--- config.mk ---
export PLATFORM = sky130hd
export DESIGN_NAME = mem_port_arbiter
export DESIGN_NICKNAME = d
export VERILOG_FILES = /design/src/rtl/mem_arb_pkg.sv /design/src/rtl/arb_picker.sv /design/src/rtl/mem_port_arbiter.sv
export SDC_FILE = /design/constraint.sdc
export NUM_CORES = 1
export LEC_CHECK = 0
export CAP_MARGIN = 5
export CORE_ASPECT_RATIO = 1.75
export CORE_UTILIZATION = 35
export CTS_BUF_LIST = sky130_fd_sc_hd__clkbuf_4 sky130_fd_sc_hd__clkbuf_8 sky130_fd_sc_hd__clkbuf_16
export DETAILED_ROUTE_END_ITERATION = 10
export DONT_BUFFER_PORTS = 1
export GPL_TIMING_DRIVEN = 0
export SKIP_CTS_REPAIR_TIMING = 1
export SLEW_MARGIN = 20
export SYNTH_ARGS = -nofsm -noshare
export SYNTH_HDL_FRONTEND = slang
export SYNTH_SLANG_ARGS = --single-unit
--- constraint.sdc ---
create_clock -name clk -period 2.4 [get_ports clk]
set_clock_uncertainty 0.05 [all_clocks]
set_input_delay 0.36 -clock clk [delete_from_list [all_inputs] [get_ports clk]]
set_output_delay 0.36 -clock clk [all_outputs]
set_load 0.03 [all_outputs]
--- src/rtl/mem_arb_pkg.sv ---
// Shared definitions for the memory-port arbiter: FSM state encoding and
// arbitration policy selectors.
package mem_arb_pkg;

  // Arbiter FSM states
  typedef enum logic [1:0] {
    IDLE     = 2'd0,
    RD_BURST = 2'd1,
    WR       = 2'd2
  } arb_state_t;

  // Arbitration policy selectors for the ARB_MODE parameter
  localparam int ARB_FIXED = 0;
  localparam int ARB_RR    = 1;

endpackage

--- src/rtl/arb_picker.sv ---
// Combinational winner selection: fixed priority (lowest index) or
// round-robin starting from the channel after ptr.
module arb_picker #(
  parameter int NUM_CH = 2,
  parameter int PTR_W  = 1
) (
  input  logic [NUM_CH-1:0] req,
  input  logic [PTR_W-1:0]  ptr,
  input  logic              mode,
  output logic [NUM_CH-1:0] winner
);

  // Scan the requests in policy order and keep the first hit as a one-hot winner
  // NOTE: every variable written here gets a default first, so no path leaves
  // it unassigned and no latch is inferred.
  always_comb begin
    int  idx;
    logic found;
    winner = '0;
    found  = 1'b0;
    idx    = 0;
    if (mode) begin
      for (int k = 1; k <= NUM_CH; k++) begin
        idx = (int'(ptr) + k) % NUM_CH;
        if (!found && req[idx]) begin
          winner[idx] = 1'b1;
          found       = 1'b1;
        end
      end
    end else begin
      for (int i = 0; i < NUM_CH; i++) begin
        if (!found && req[i]) begin
          winner[i] = 1'b1;
          found     = 1'b1;
        end
      end
    end
  end

endmodule

--- src/rtl/mem_port_arbiter.sv ---
// Arbitrates several cache-side channels onto one memory port. Reads are
// aligned bursts of BURST_LEN words, writes are single words. The winner's
// command is latched at grant and held until the transaction completes.
module mem_port_arbiter
  import mem_arb_pkg::*;
#(
  parameter int NUM_CH    = 2,
  parameter int ADDR_W    = 16,
  parameter int DATA_W    = 16,
  parameter int BURST_LEN = 8,
  parameter int ARB_MODE  = 0
) (
  input  logic                     clk,
  input  logic                     rst,
  input  logic [NUM_CH-1:0]        ch_req,
  input  logic [NUM_CH-1:0]        ch_write,
  input  logic [NUM_CH*ADDR_W-1:0] ch_addr,
  input  logic [NUM_CH*DATA_W-1:0] ch_wdata,
  output logic [NUM_CH-1:0]        ch_grant,
  output logic [NUM_CH-1:0]        ch_valid,
  output logic [DATA_W-1:0]        ch_rdata,
  output logic                     mem_req,
  output logic                     mem_we,
  output logic [ADDR_W-1:0]        mem_addr,
  output logic [DATA_W-1:0]        mem_wdata,
  input  logic                     mem_ack,
  input  logic [DATA_W-1:0]        mem_rdata
);

  localparam int PTR_W  = (NUM_CH > 1) ? $clog2(NUM_CH) : 1;
  localparam int BEAT_W = (BURST_LEN > 1) ? $clog2(BURST_LEN) : 1;
  localparam int OFS_W  = $clog2(BURST_LEN * 2);

  // Clears the byte offset within one burst to form the aligned base address
  localparam logic [ADDR_W-1:0] BASE_MASK = {ADDR_W{1'b1}} << OFS_W;
  localparam logic [BEAT_W-1:0] LAST_BEAT = BEAT_W'(BURST_LEN - 1);

  arb_state_t          state_q, state_d;
  logic [NUM_CH-1:0]   grant_q;
  logic [NUM_CH-1:0]   valid_q;
  logic [DATA_W-1:0]   rdata_q;
  logic [ADDR_W-1:0]   addr_q;
  logic [DATA_W-1:0]   wdata_q;
  logic [BEAT_W-1:0]   beat_q;
  logic [PTR_W-1:0]    ptr_q;
  logic [NUM_CH-1:0]   winner;
  logic [PTR_W-1:0]    win_idx;
  logic [PTR_W-1:0]    owner_idx;

  arb_picker #(
    .NUM_CH (NUM_CH),
    .PTR_W  (PTR_W)
  ) u_picker (
    .req    (ch_req),
    .ptr    (ptr_q),
    .mode   (ARB_MODE == ARB_RR),
    .winner (winner)
  );

  // Encode the one-hot winner and the current owner as channel indices
  always_comb begin
    win_idx   = '0;
    owner_idx = '0;
    for (int i = 0; i < NUM_CH; i++) begin
      if (winner[i])  win_idx   = PTR_W'(i);
      if (grant_q[i]) owner_idx = PTR_W'(i);
    end
  end

  // Next-state logic: requests are only looked at in IDLE
  always_comb begin
    state_d = state_q;
    case (state_q)
      IDLE:     if (|ch_req) state_d = ch_write[win_idx] ? WR : RD_BURST;
      RD_BURST: if (mem_ack && beat_q == LAST_BEAT) state_d = IDLE;
      WR:       if (mem_ack) state_d = IDLE;
      default:  state_d = IDLE;
    endcase
  end

  // State register
  // NOTE: sequential state is updated with non-blocking assignments so every
  // flop samples pre-edge values regardless of block ordering.
  always_ff @(posedge clk or posedge rst) begin
    if (rst) state_q <= IDLE;
    else     state_q <= state_d;
  end

  // Command latch, beat counter, completion pulses and round-robin pointer
  always_ff @(posedge clk or posedge rst) begin
    if (rst) begin
      grant_q <= '0;
      valid_q <= '0;
      rdata_q <= '0;
      addr_q  <= '0;
      wdata_q <= '0;
      beat_q  <= '0;
      ptr_q   <= PTR_W'(NUM_CH - 1);
    end else begin
      valid_q <= '0;
      if (state_q == IDLE) begin
        if (|ch_req) begin
          grant_q <= winner;
          addr_q  <= ch_addr[win_idx*ADDR_W +: ADDR_W];
          wdata_q <= ch_wdata[win_idx*DATA_W +: DATA_W];
          beat_q  <= '0;
        end
      end else if (mem_ack) begin
        valid_q <= grant_q;
        rdata_q <= mem_rdata;
        beat_q  <= beat_q + BEAT_W'(1);
        if (state_d == IDLE) begin
          grant_q <= '0;
          ptr_q   <= owner_idx;
        end
      end
    end
  end

  // Memory command outputs derived from the latched transaction
  always_comb begin
    mem_req   = 1'b0;
    mem_we    = 1'b0;
    mem_addr  = '0;
    mem_wdata = '0;
    case (state_q)
      RD_BURST: begin
        mem_req  = 1'b1;
        mem_addr = (addr_q & BASE_MASK) + ADDR_W'({beat_q, 1'b0});
      end
      WR: begin
        mem_req   = 1'b1;
        mem_we    = 1'b1;
        mem_addr  = addr_q;
        mem_wdata = wdata_q;
      end
      default: ;
    endcase
  end

  assign ch_grant = grant_q;
  assign ch_valid = valid_q;
  assign ch_rdata = rdata_q;

endmodule

==> flow_summary.yaml <==
status:
  outcome: "finished with violations"
  violations: "hold timing"
synth:
  ys_seq_elements: 57
  synth_common_cells: "nand2_1 (87), dfrtp_1 (57), o21ai_1 (33)"
  async_flop_share: 1.00
  synth_edf_count: 0
  synthFlopType: "dfrtp_1"
  synth_area_leaders: "dfrtp_1 (50%), nand2_1 (11%), mux2i_1 (11%)"
  postSynthAreaPerCell_sq_um: 9.57
  yosys.area.top_type: "dfrtp_1"
  synth-xor-area-share: 0
  synth_top_family_by_area: "simple AND/OR/NAND/NOR gates"
  synth_compound_area_frac: 0.0946
  synthSimpleGateAreaFrac: 0.217
  synth.area.mux_share: 0.112
  synth.most_common_cell: "nand2_1"
  synth_cell_type_count: 30
  synthCells: 300
  syn_area_sq_um: 2870
  synth-adder-area-share: 0.0262
  yosys_warnings: 0
  ys_seq_area_frac: 0.497
  synth_top_area_frac: 0.497
  synth_fp_nets: 393
worst_setup_path:
  crit_buf_inv: 2
  path_max_fanout: 10
  worstSetupPathType: "reg -> out"
  cpPeakStageDelay_ps: 440
  required_ps: 1990
  critPathSlowestCell: "dfrtp_1"
  crit_family: "flip-flops"
  crit_path_end_kind: "output pin"
  worst_setup_path_start_kind: "flip-flop"
  cp.arrival_ps: 1920
  cp_cell_sequence: "inv_1 > ha_4 > o21a_1 > clkbuf_4 > and2_2"
timing:
  hold_ws_ps: -16.8
  timing.slew.headroom: 0.522
  tightest_slew_ps: 716
  period_needed_ps: 2330
  drv_slew: 0
  hold_violations: 37
  finalWorstSetupSlack_ps: 72.1
  max_freq_mhz: 430
  setup_violations: 0
  fin_crit_sh: 0.970
  grt_setup_unrepaired: "yes"
  setup_tns_ps: 0
placed_design:
  place_congestion: 0.762
  portBuffers: 0
  post-place-ws_ps: -83.6
  hpwlAfterDp_um: 5030
  place_area_sq_um: 2990
  place_inst: 390
floorplanning:
  fp.dieArea_sq_um: 8580
  die_x_um: 70.5
  initial_core_util: 0.363
  core_area_sq_um: 7910
  pin_count: 141
  die_y_um: 122
  placementRows: 43
global_routing:
  overflow: 0
  grt_antenna_before_repair: 0
  grt_start_max_net_pins: 58
  grt_pass1_wl_um: 10300
  grt_pass1_vias: 2047
  grt_use_total: 0.164
clock_tree:
  clk_pin_slew_ps: 50
  cts-root-buf: "clkbuf_16"
  cts.path.max_buffers: 2
  htree_levels: 3
  cts_tree: "built"
  cts-buffers-inserted: 9
  clock_latency_ps: 320
  cts_sinks: 57
power:
  power.density_nw_per_um2: 1520
  total_power_mw: 5.06
  p_leak_nw: 1.70
  peakVddDrop_mv: 0.495
route:
  drc: 0
  wl_per_cell_um: 16.5
  first_iter_violations: 50
  drt_pass1_iterations: 5
  vias: 2081
  antenna_left: 0
  wl_um: 6660
  avgViaCountPerCell: 5.14
layout:
  nFillCells: 796
  final_area_sq_um: 3320
  drive_gt1_frac: 0.156
  utilization: 0.420
  num-nets-final: 404
  insertedDiodeCount: 0
  instances_no_fill: 405
  syn_to_final_growth_pct: 15.7
flow_run:
  drv_cap: 0
worst_hold_path:
  hp-class: "in -> async"
power breakdown:
part	switching (mW)	total (mW)	internal, mW	leakage (nW)
registers	0.565	1.98	1.42	0.709
clock network	0.405	1.22	0.812	0.146
logic	1.23	1.86	0.629	0.847
state kept, by name (all words and copies together) (netlist names):
name and cells:
addr_q 16, wdata_q 16, ch_grant 2, ch_valid 2, beat_q 3, ch_rdata 16
state_q 2
worst paths after layout:
kind / from / end / slack (ps) / cells past startpoint
worst max-delay path: state_q[1] / mem_addr[15] / 70 / 5
worst min-delay path: rst / ch_rdata[1] / -20 / 1
worst max register to register: state_q[1] / wdata_q[7] / 610 / 8
worst min register to register: addr_q[7] / addr_q[7] / 420 / 2
max in group asynchronous: rst / addr_q[9] / 1840 / 1
min in group clk: ch_req[0] / ch_grant[1] / 80 / 1
metal layers:
| layer | vias to the layer above | share of wire | global-route usage |
|---|---|---|---|
| met1 | 967 | 0.38 | 0.170 |
| met2 | 93 | 0.54 | 0.290 |
| li1 | 1010 | - | - |
| met3 | 11 | 0.062 | 0.0455 |
| met4 | 0 | 0.025 | 0.0975 |
| met5 | - | 0 | 0 |
layout make-up:
type / instances / area [sq um] / area share
inverters: 3 / 13.8 / 0.00414
multi-input cells: 221 / 1340 / 0.402
clock inverters: 4 / 45.0 / 0.0136
flip-flops and latches: 57 / 1430 / 0.429
plain buffers: 19 / 149 / 0.0448
clock buffers: 11 / 240 / 0.0723
well taps: 90 / 113 / 0.0339
kinds of logic after synthesis:
family,after synthesis
fa+ha+maj,6
buf+inv,22
compound gates,48
simple gates,135
mux,32
flops,57
worst register-to-register path: cells and delay by family, from the launching register on:
kind,cells,cell delay [ps]
buffers and inverters,4,760
DFF,1,440
adders and majority gates,1,170
AOI/OAI and AO/OA,2,210
and+or+nand+nor,1,70
placed cells by master, fill, tap and decap left out, types with 3 or more instances in the layout:
cell,n
clkinv_2,3
clkbuf_1,4
nor2b_2,3
o21ai_1,33
mux2i_1,32
nor2b_1,3
clkbuf_16,9
dfrtp_1,57
nand3_1,3
and2_2,11
nand2_1,87
and2_1,21
ha_1,4
a22oi_1,4
buf_12,3
clkbuf_4,3
buf_2,6
Power figures use the tool's default switching activity.
